<file path="src/rtl/phrase_feature_extractor.sv">
// Scans a frozen 16-note phrase oldest-to-newest, one note per cycle, accumulating
// interval/rest/pitch statistics and latching a 2-bit emotion class.
module phrase_feature_extractor #(
  parameter logic [9:0] LEAP_THRESH = 10'd120
) (
  input  logic       clk,
  input  logic       reset,
  input  logic [5:0] n0,
  input  logic [5:0] n1,
  input  logic [5:0] n2,
  input  logic [5:0] n3,
  input  logic [5:0] n4,
  input  logic [5:0] n5,
  input  logic [5:0] n6,
  input  logic [5:0] n7,
  input  logic [5:0] n8,
  input  logic [5:0] n9,
  input  logic [5:0] n10,
  input  logic [5:0] n11,
  input  logic [5:0] n12,
  input  logic [5:0] n13,
  input  logic [5:0] n14,
  input  logic [5:0] n15,
  input  logic       buffer_full,
  output logic       busy,
  output logic       done,
  output logic       valid,
  output logic [3:0] up_count,
  output logic [3:0] down_count,
  output logic [3:0] repeat_count,
  output logic [4:0] rest_count,
  output logic [5:0] pitch_min,
  output logic [5:0] pitch_max,
  output logic [5:0] pitch_range,
  output logic [9:0] abs_sum,
  output logic [1:0] emotion
);

  typedef enum logic [1:0] {StIdle, StScan, StClassify, StHold} state_e;

  state_e r_state, w_state_next;

  logic [5:0] w_notes [16];
  logic [5:0] w_note;
  logic       w_is_rest, w_is_up, w_is_down;
  logic [5:0] w_diff;
  logic [1:0] w_emotion;

  // Scan accumulators
  logic [3:0] r_idx;
  logic [5:0] r_prev;
  logic       r_have_prev;
  logic [3:0] r_acc_up, r_acc_down, r_acc_rep;
  logic [4:0] r_acc_rest;
  logic [5:0] r_acc_min, r_acc_max;
  logic [9:0] r_acc_sum;

  // Latched results
  logic       r_done, r_valid;
  logic [3:0] r_up, r_down, r_rep;
  logic [4:0] r_rest;
  logic [5:0] r_min, r_max, r_range;
  logic [9:0] r_sum;
  logic [1:0] r_emotion;

  assign w_notes[0]  = n0;
  assign w_notes[1]  = n1;
  assign w_notes[2]  = n2;
  assign w_notes[3]  = n3;
  assign w_notes[4]  = n4;
  assign w_notes[5]  = n5;
  assign w_notes[6]  = n6;
  assign w_notes[7]  = n7;
  assign w_notes[8]  = n8;
  assign w_notes[9]  = n9;
  assign w_notes[10] = n10;
  assign w_notes[11] = n11;
  assign w_notes[12] = n12;
  assign w_notes[13] = n13;
  assign w_notes[14] = n14;
  assign w_notes[15] = n15;

  assign w_note    = w_notes[r_idx];
  assign w_is_rest = (w_note == 6'd0);
  assign w_is_up   = (w_note > r_prev);
  assign w_is_down = (w_note < r_prev);
  assign w_diff    = w_is_up ? (w_note - r_prev) : (r_prev - w_note);

  always_comb begin
    w_emotion = 2'd0;
    if (r_acc_sum >= LEAP_THRESH)     w_emotion = 2'd3;
    else if (r_acc_up > r_acc_down)   w_emotion = 2'd1;
    else if (r_acc_down > r_acc_up)   w_emotion = 2'd2;
  end

  always_comb begin
    w_state_next = r_state;
    unique case (r_state)
      StIdle:     if (buffer_full) w_state_next = StScan;
      StScan: begin
        if (!buffer_full)       w_state_next = StIdle;
        else if (r_idx == 4'd0) w_state_next = StClassify;
      end
      StClassify: w_state_next = buffer_full ? StHold : StIdle;
      StHold:     if (!buffer_full) w_state_next = StIdle;
      default:    w_state_next = StIdle;
    endcase
  end

  always_ff @(posedge clk) begin
    if (reset) r_state <= StIdle;
    else       r_state <= w_state_next;
  end

  always_ff @(posedge clk) begin
    if (reset) begin
      r_idx       <= 4'd0;
      r_prev      <= 6'd0;
      r_have_prev <= 1'b0;
      r_acc_up    <= 4'd0;
      r_acc_down  <= 4'd0;
      r_acc_rep   <= 4'd0;
      r_acc_rest  <= 5'd0;
      r_acc_min   <= 6'd0;
      r_acc_max   <= 6'd0;
      r_acc_sum   <= 10'd0;
      r_done      <= 1'b0;
      r_valid     <= 1'b0;
      r_up        <= 4'd0;
      r_down      <= 4'd0;
      r_rep       <= 4'd0;
      r_rest      <= 5'd0;
      r_min       <= 6'd0;
      r_max       <= 6'd0;
      r_range     <= 6'd0;
      r_sum       <= 10'd0;
      r_emotion   <= 2'd0;
    end else begin
      r_done <= 1'b0;
      unique case (r_state)
        StIdle: begin
          if (buffer_full) begin
            r_idx       <= 4'd15;
            r_have_prev <= 1'b0;
            r_acc_up    <= 4'd0;
            r_acc_down  <= 4'd0;
            r_acc_rep   <= 4'd0;
            r_acc_rest  <= 5'd0;
            r_acc_min   <= 6'd63;
            r_acc_max   <= 6'd0;
            r_acc_sum   <= 10'd0;
            r_valid     <= 1'b0;
          end
        end
        StScan: begin
          if (buffer_full) begin
            r_idx <= r_idx - 4'd1;
            if (w_is_rest) begin
              r_acc_rest <= r_acc_rest + 5'd1;
            end else begin
              if (w_note < r_acc_min) r_acc_min <= w_note;
              if (w_note > r_acc_max) r_acc_max <= w_note;
              if (r_have_prev) begin
                if (w_is_up)        r_acc_up   <= r_acc_up + 4'd1;
                else if (w_is_down) r_acc_down <= r_acc_down + 4'd1;
                else                r_acc_rep  <= r_acc_rep + 4'd1;
                r_acc_sum <= r_acc_sum + {4'd0, w_diff};
              end
              r_prev      <= w_note;
              r_have_prev <= 1'b1;
            end
          end
        end
        StClassify: begin
          // An abort here leaves the previous results in place with valid low
          if (buffer_full) begin
            r_up      <= r_acc_up;
            r_down    <= r_acc_down;
            r_rep     <= r_acc_rep;
            r_rest    <= r_acc_rest;
            r_min     <= r_have_prev ? r_acc_min : 6'd0;
            r_max     <= r_have_prev ? r_acc_max : 6'd0;
            r_range   <= r_have_prev ? (r_acc_max - r_acc_min) : 6'd0;
            r_sum     <= r_acc_sum;
            r_emotion <= w_emotion;
            r_valid   <= 1'b1;
            r_done    <= 1'b1;
          end
        end
        StHold: ;
        default: ;
      endcase
    end
  end

  assign busy         = (r_state == StScan) || (r_state == StClassify);
  assign done         = r_done;
  assign valid        = r_valid;
  assign up_count     = r_up;
  assign down_count   = r_down;
  assign repeat_count = r_rep;
  assign rest_count   = r_rest;
  assign pitch_min    = r_min;
  assign pitch_max    = r_max;
  assign pitch_range  = r_range;
  assign abs_sum      = r_sum;
  assign emotion      = r_emotion;

endmodule

</file>
<file path="config.mk">
export PLATFORM = sky130hd
export DESIGN_NAME = phrase_feature_extractor
export DESIGN_NICKNAME = d
export VERILOG_FILES = /design/src/rtl/phrase_feature_extractor.sv
export SDC_FILE = /design/constraint.sdc
export NUM_CORES = 1
export LEC_CHECK = 0
export CAP_MARGIN = 30
export CORE_MARGIN = 2
export CORE_UTILIZATION = 30
export DETAILED_ROUTE_END_ITERATION = 16
export SETUP_SLACK_MARGIN = 0.1
export SLEW_MARGIN = 20
export SYNTH_ARGS = -nofsm -noshare
export SYNTH_HDL_FRONTEND = slang
export SYNTH_SLANG_ARGS = --single-unit
</file>
<file path="constraint.sdc">
create_clock -name clk -period 11.4 [get_ports clk]
set_clock_uncertainty 0.15 [all_clocks]
set_input_delay 2.85 -clock clk [delete_from_list [all_inputs] [get_ports clk]]
set_output_delay 2.85 -clock clk [all_outputs]
set_load 0.01 [all_outputs]
</file>
==> After elaboration in Yosys (flattened, before gate mapping) <==
Index checks and enable logic that the tools add are counted.
Widths: inputs -> output; s select.
{ "totals": {"ff_bits": 101, "latchBits": 0, "ram_bits": 0, "romBits": 0, "in_bits": 99, "output_inout_bits": 50, "wordCells": 142, "n_memories": 0} }
{ "op_classes": {"addsub": 9, "multipliers": 0, "div": 0, "order_cmp": 8, "n_eq_ne": 17, "shifts": 0, "n_mux": 63, "n_bitwise": 3, "n_reduce_logical": 20} }
{ "ops": {"columns": ["op", "count"], "rows": [
  ["$mux 6", 14],
  ["$mux 4", 17],
  ["$mux 10", 4],
  ["$pmux 4 s2", 4],
  ["$ne 2x2->1 const B", 13],
  ["$bmux 6 s4", 1],
  ["$pmux 6 s2", 2],
  ["$pmux 10 s2", 1],
  ["$sub 6x6->6", 3],
  ["$mux 2", 8],
  ["$mux 5", 3],
  ["$reduce_and 5->1", 3],
  ["$reduce_and 7->1", 2],
  ["$add 4x1->4 const B", 3],
  ["$gt 6x6->1", 2],
  ["$lt 6x6->1", 2],
  ["$reduce_and 3->1", 4],
  ["$add 10x6->10", 1],
  ["$ge 10x7->1 const B", 1],
  ["$pmux 5 s2", 1],
  ["$gt 4x4->1", 2],
  ["$pmux 2 s4", 1],
  ["$reduce_and 4->1", 2],
  ["$logic_not 6->1", 1],
  ["other kinds (17)", 25]
]} }

==> Longest topological paths before layout <==
{ "depth": {"ltp_word": 11, "depth_mapped": 27} }

==> Worst setup path before layout <==
No wires, ideal clock.
{ "synth_timing": {"kind": "input port to flip-flop", "start": "input port n15[2]", "end": "register r_acc_sum[7]", "t_arrival_ns": 7.434, "required_time_ns": 11.122, "path_slack_ns": 3.689, "path_stages": 18, "n_path_buf": 1, "path_cell_list": "mux4_2 mux4_2 inv_1 ha_1 a21o_1 a21o_1 a211oi_1 or2_2 clkbuf_1 mux2_2 a211o_1 a221oi_1 xnor2_1 ha_1 a21oi_1 a2111oi_1 xnor2_1 nor2_1"} }
{ "synth_via": {"elab_chain_cells": 10, "word_cells_on_any_way": 15} }
{ "synth_lines": {"columns": ["element", "line_no", "text"], "rows": [
  ["start, declared", "23", "input logic [5:0] n15,"],
  ["$bmux 6 s4 (*)", "83", "assign w_note = w_notes[r_idx];"],
  ["$mux 6 (implied by the code) (*) (2 in series)", "83", null],
  ["named net w_note[2]", "44", "logic [5:0] w_note;"],
  ["$sub 6x6->6 / $gt 6x6->1 (equally long branches)", "87, 85", null],
  ["$mux 6", "87", "assign w_diff = w_is_up ? (w_note - r_prev) : (r_prev - w_note);"],
  ["$add 10x6->10", "167", "r_acc_sum <= r_acc_sum + {4'd0, w_diff};"],
  ["$mux 10", "163", "if (r_have_prev) begin"],
  ["$mux 10", "158", "if (w_is_rest) begin"],
  ["$mux 10", "156", "if (buffer_full) begin"],
  ["$pmux 10 s2", "140", "unique case (r_state)"],
  ["end signal, assigned", "167", null],
  ["end, declared", "56", "logic [9:0] r_acc_sum;"]
]} }
The timed path passes the listed nets; every way through them passes the cells marked *. The select of a mux whose other input is x is not followed.
A chain may end at the register's enable or synchronous reset.

==> Worst setup path in the final report <==
Ends and elaborated chain as after synthesis.

==> impl_results.md <==
* Status: complete, no violations
* Mux cell area share after synthesis at 0.116
* Largest net degree at the start of global routing at 57
* FF-to-FF End: r_acc_sum[7]
* Syn_nets at 855
* Asr flop ratio synth at 0
* Worst vdd ir at 77.9 uV
* Worst slew pin tran at 864 ps
* Clk root buf: clkbuf_16
* Pleak at 0.00302 uW
* Pre-antenna DRT Iters at 6
* Initial drt markers at 330
* Hold Fails Final Rpt at 0
* Grt ovf at 0
* Post-synth top area cell: dfxtp_1
* Crit path buf inv count at 2
* CP Launch Type: input pin
* Site row count at 52
* Req. time, crit path at 11470 ps
* Min Hold Slack at 301 ps
* Via density per instance at 4.94
* Hold-fix buffers, CTS at 0
* Initial core utilization at 0.304
* Pwr Total at 1260 uW
* Seq. cell area at 2020 um2
* Pwr/cell area at 155 nW/um2
* Worst-skew pair later-pin latency at 350 ps
* Yosys cell types at 62
* Ant. Diodes at 0
* RSZ-0062 raised after global routing: no
* R2R depth at 17
* Post-synth EDFFs at 0
* Synth warn at 0
* Worst-path clk slew at 70 ps
* Combinational family with the most area after synthesis: compound AO/OA/AOI/OAI gates
* Final setup viols at 0
* Main synth FF type: dfxtp_1
* Top cells by area, synth: dfxtp_1 33%, ha_1 9.4%, mux4_2 6.6%, a21oi_1 6.1%, nand2_1 6.1%
* Cell family with most CP delay: compound AO/OA/AOI/OAI gates
* First-pass GRT wire length at 27900 um
* Worst rel slew slack at 0.419
* Critical R2R Launch: r_idx[0]
* Core area at 20200 um2
* CTS tree: yes
* Simple-gate area share of the yosys netlist at 0.163
* Worst path cell trace: clkdlybuf4s50_1, mux4_2, mux4_2, inv_1, ha_1, a21o_1, a21o_1, a211oi_1, or2_2, mux2_2, a211o_1, a221oi_1, xnor2_1, ha_1, a21oi_1, a2111oi_1, xnor2_1, nor2_1
* Seq/Total Area, Yosys at 0.330
* Yosys top cell area share at 0.330
* CP Data Arrival Time at 8080 ps
* Routed Antenna Nets at 0
* Synthesized area per cell at 8.68 um2
* Hold Path Sink: pitch_max[5]
* Crit. End Element: register
* Initial antenna violation count at 0
* Vias in the first global route at 5518
* Mapped Area at 6130 um2
* CTS H-Tree Depth at 3
* Cells after Synth at 706
* Die ar. at 21600 um2
* TNS Setup at 0 ps
* Setup WS pre-CTS at 3090 ps
* Worst setup margin at 3380 ps
* Via count at 5459
* DIE WIDTH at 147 um
* Min Tclk post-route at 8020 ps
* Yosys reg bits at 101
* Max_cap viols at 0
* Final HPWL DP at 12700 um
* CP peak stage delay at 650 ps
* Area Overhead vs Synth at 32.5%
* Sink Count at 101
* # fillers at 2094
* DR WL/cell at 15.0 um
* Max Clock Freq at 0.125 GHz
* Layout net count at 979
* Final Slew Violations at 0
* WL final at 16600 um
* Adder-cell share of the synthesized area at 0.107
* Fin crit share at 0.703
* Number of setup buffers added after CTS at 0
* Fraction of layout instances using a drive strength above 1 at 0.0707
* Multi-input gate area at 3740 um2
* Post-cts sizing count at 0
* Hold Path Cell Cnt at 2
* GRT Total Usage at 0.157
* IO Port Bufs at 148
* IO Count at 149
* Xor/xnor share of the synthesized area at 0.0272
* Compound-Gate Fraction of Synth Area at 0.197
* Inserted Clock Buffers at 9
* Die height at 147 um
* GP Congestion at 0.886
* Clk buf depth at 2
* CP Max Fanout at 10
* # DRC at 0
* WS Path Type: in -> reg
* Hold_sp: pitch_max[5]
* HP Class: reg -> reg
* Slowest-stage cell, CP: mux4_2
* FF-to-FF setup slack at 5340 ps
## sequential cells by signal, indices dropped and copies added, names as in the netlist, 4 cells and up
name and count:
abs_sum 10, pitch_min 6, up_count 4, r_prev 6, r_acc_sum 10, r_acc_up 4
r_idx 4, rest_count 5, down_count 4, pitch_max 6, r_acc_rest 5, r_acc_down 4
repeat_count 4, r_acc_rep 4, pitch_range 6, r_acc_max 6, r_acc_min 6
## worst max-delay path by stage
stage	cells past startpoint	slack [ps]	to	startpoint
3_3_place_gp	19	3130	r_acc_sum[7]	n14[1]
3_5_place_dp	18	3090	r_acc_sum[7]	n7[2]
4_1_cts	18	3440	r_acc_sum[7]	n7[2]
6_report	18	3380	r_acc_sum[7]	n15[2]
2_1_floorplan	18	3690	r_acc_sum[7]	n15[2]
5_1_grt	18	2900	r_acc_sum[7]	n7[2]
## cell families (layout without fill, tap and decap cells)
group / count (synthesis) / after routing
AO/OA/AOI/OAI: 181 / 181
adder cells (fa/ha/maj): 50 / 50
AND/OR/NAND/NOR: 221 / 221
XOR/XNOR: 19 / 19
buffers and inverters: 86 / 215
flip-flops: 101 / 101
multiplexers: 48 / 48
## metrics by stage
| step | area [um2] | util | instances |
|---|---|---|---|
| after floorplan | 6130 | - | 706 |
| after global placement | 7780 | 0.386 | 1088 |
| after detailed placement | 7780 | 0.386 | 1088 |
| after CTS | 8100 | 0.402 | 1104 |
| after global routing | 8120 | 0.403 | 1105 |
| final | 8120 | 0.403 | 1105 |
## cells in the mapped netlist, types with 3 or more instances
library cell	number
buf_4	3
or3_1	3
a31o_1	3
o22ai_1	5
nor2_1	48
mux2_2	6
a221oi_1	7
nand3b_1	4
dfxtp_1	101
a211o_1	3
mux4_2	18
a21o_1	15
inv_1	45
o21ai_0	16
a22o_1	7
nand4_1	7
mux2i_1	24
xnor2_1	10
a22oi_1	8
nor2b_1	6
fa_1	4
nand2_1	99
nand3_1	25
ha_1	46
and2_1	5
buf_6	4
a211oi_1	8
or2_2	3
and3_1	4
buf_1	5
clkbuf_1	27
o21ai_1	6
nor3_1	3
xor2_1	9
nand2b_1	7
a21oi_1	75
## routing by layer
| metal | part of all wire | wire (um) | vias to the layer above | global-route usage |
|---|---|---|---|---|
| met1 | 0.48 | 8060 | 2535 | 0.211 |
| met5 | 0 | 0 | - | 0 |
| met4 | 0.010 | 171 | 0 | 0.0375 |
| met2 | 0.46 | 7590 | 148 | 0.259 |
| met3 | 0.048 | 805 | 12 | 0.0311 |
| li1 | - | - | 2764 | - |
## placed cells by master, fill, tap and decap left out, types with 10 or more instances in the layout
cell | Yosys | routed
a21o_1 | 15 | 15
a21oi_1 | 75 | 75
clkdlybuf4s50_1 | 0 | 147
dfxtp_1 | 101 | 100
ha_1 | 46 | 46
inv_1 | 45 | 45
mux2i_1 | 24 | 24
mux4_2 | 18 | 18
nand2_1 | 99 | 99
nand3_1 | 25 | 25
nor2_1 | 48 | 48
o21ai_0 | 16 | 16
xnor2_1 | 10 | 10
## report_power, final
part	switching [uW]	total, uW	leakage, uW	internal, uW
Clock	145	326	0.000152	180
Combinational	282	527	0.00205	245
Sequential	33.2	404	0.000818	370
## tightest hold or removal path, stage by stage (launching register included)
cell	delay (ps)
dfxtp_1	310
nand2_1	50
a21oi_1	50
## area by class of cell
class | instances | share of cell area
Tap cell | 270 | 0.0416
Inverter | 45 | 0.0208
Clock buffer | 10 | 0.0294
Sequential cell | 101 | 0.249
Timing Repair Buffer | 154 | 0.189
Clock inverter | 6 | 0.00925
Multi-Input combinational cell | 519 | 0.461
Note: power is estimated with default switching activity, not from simulation.
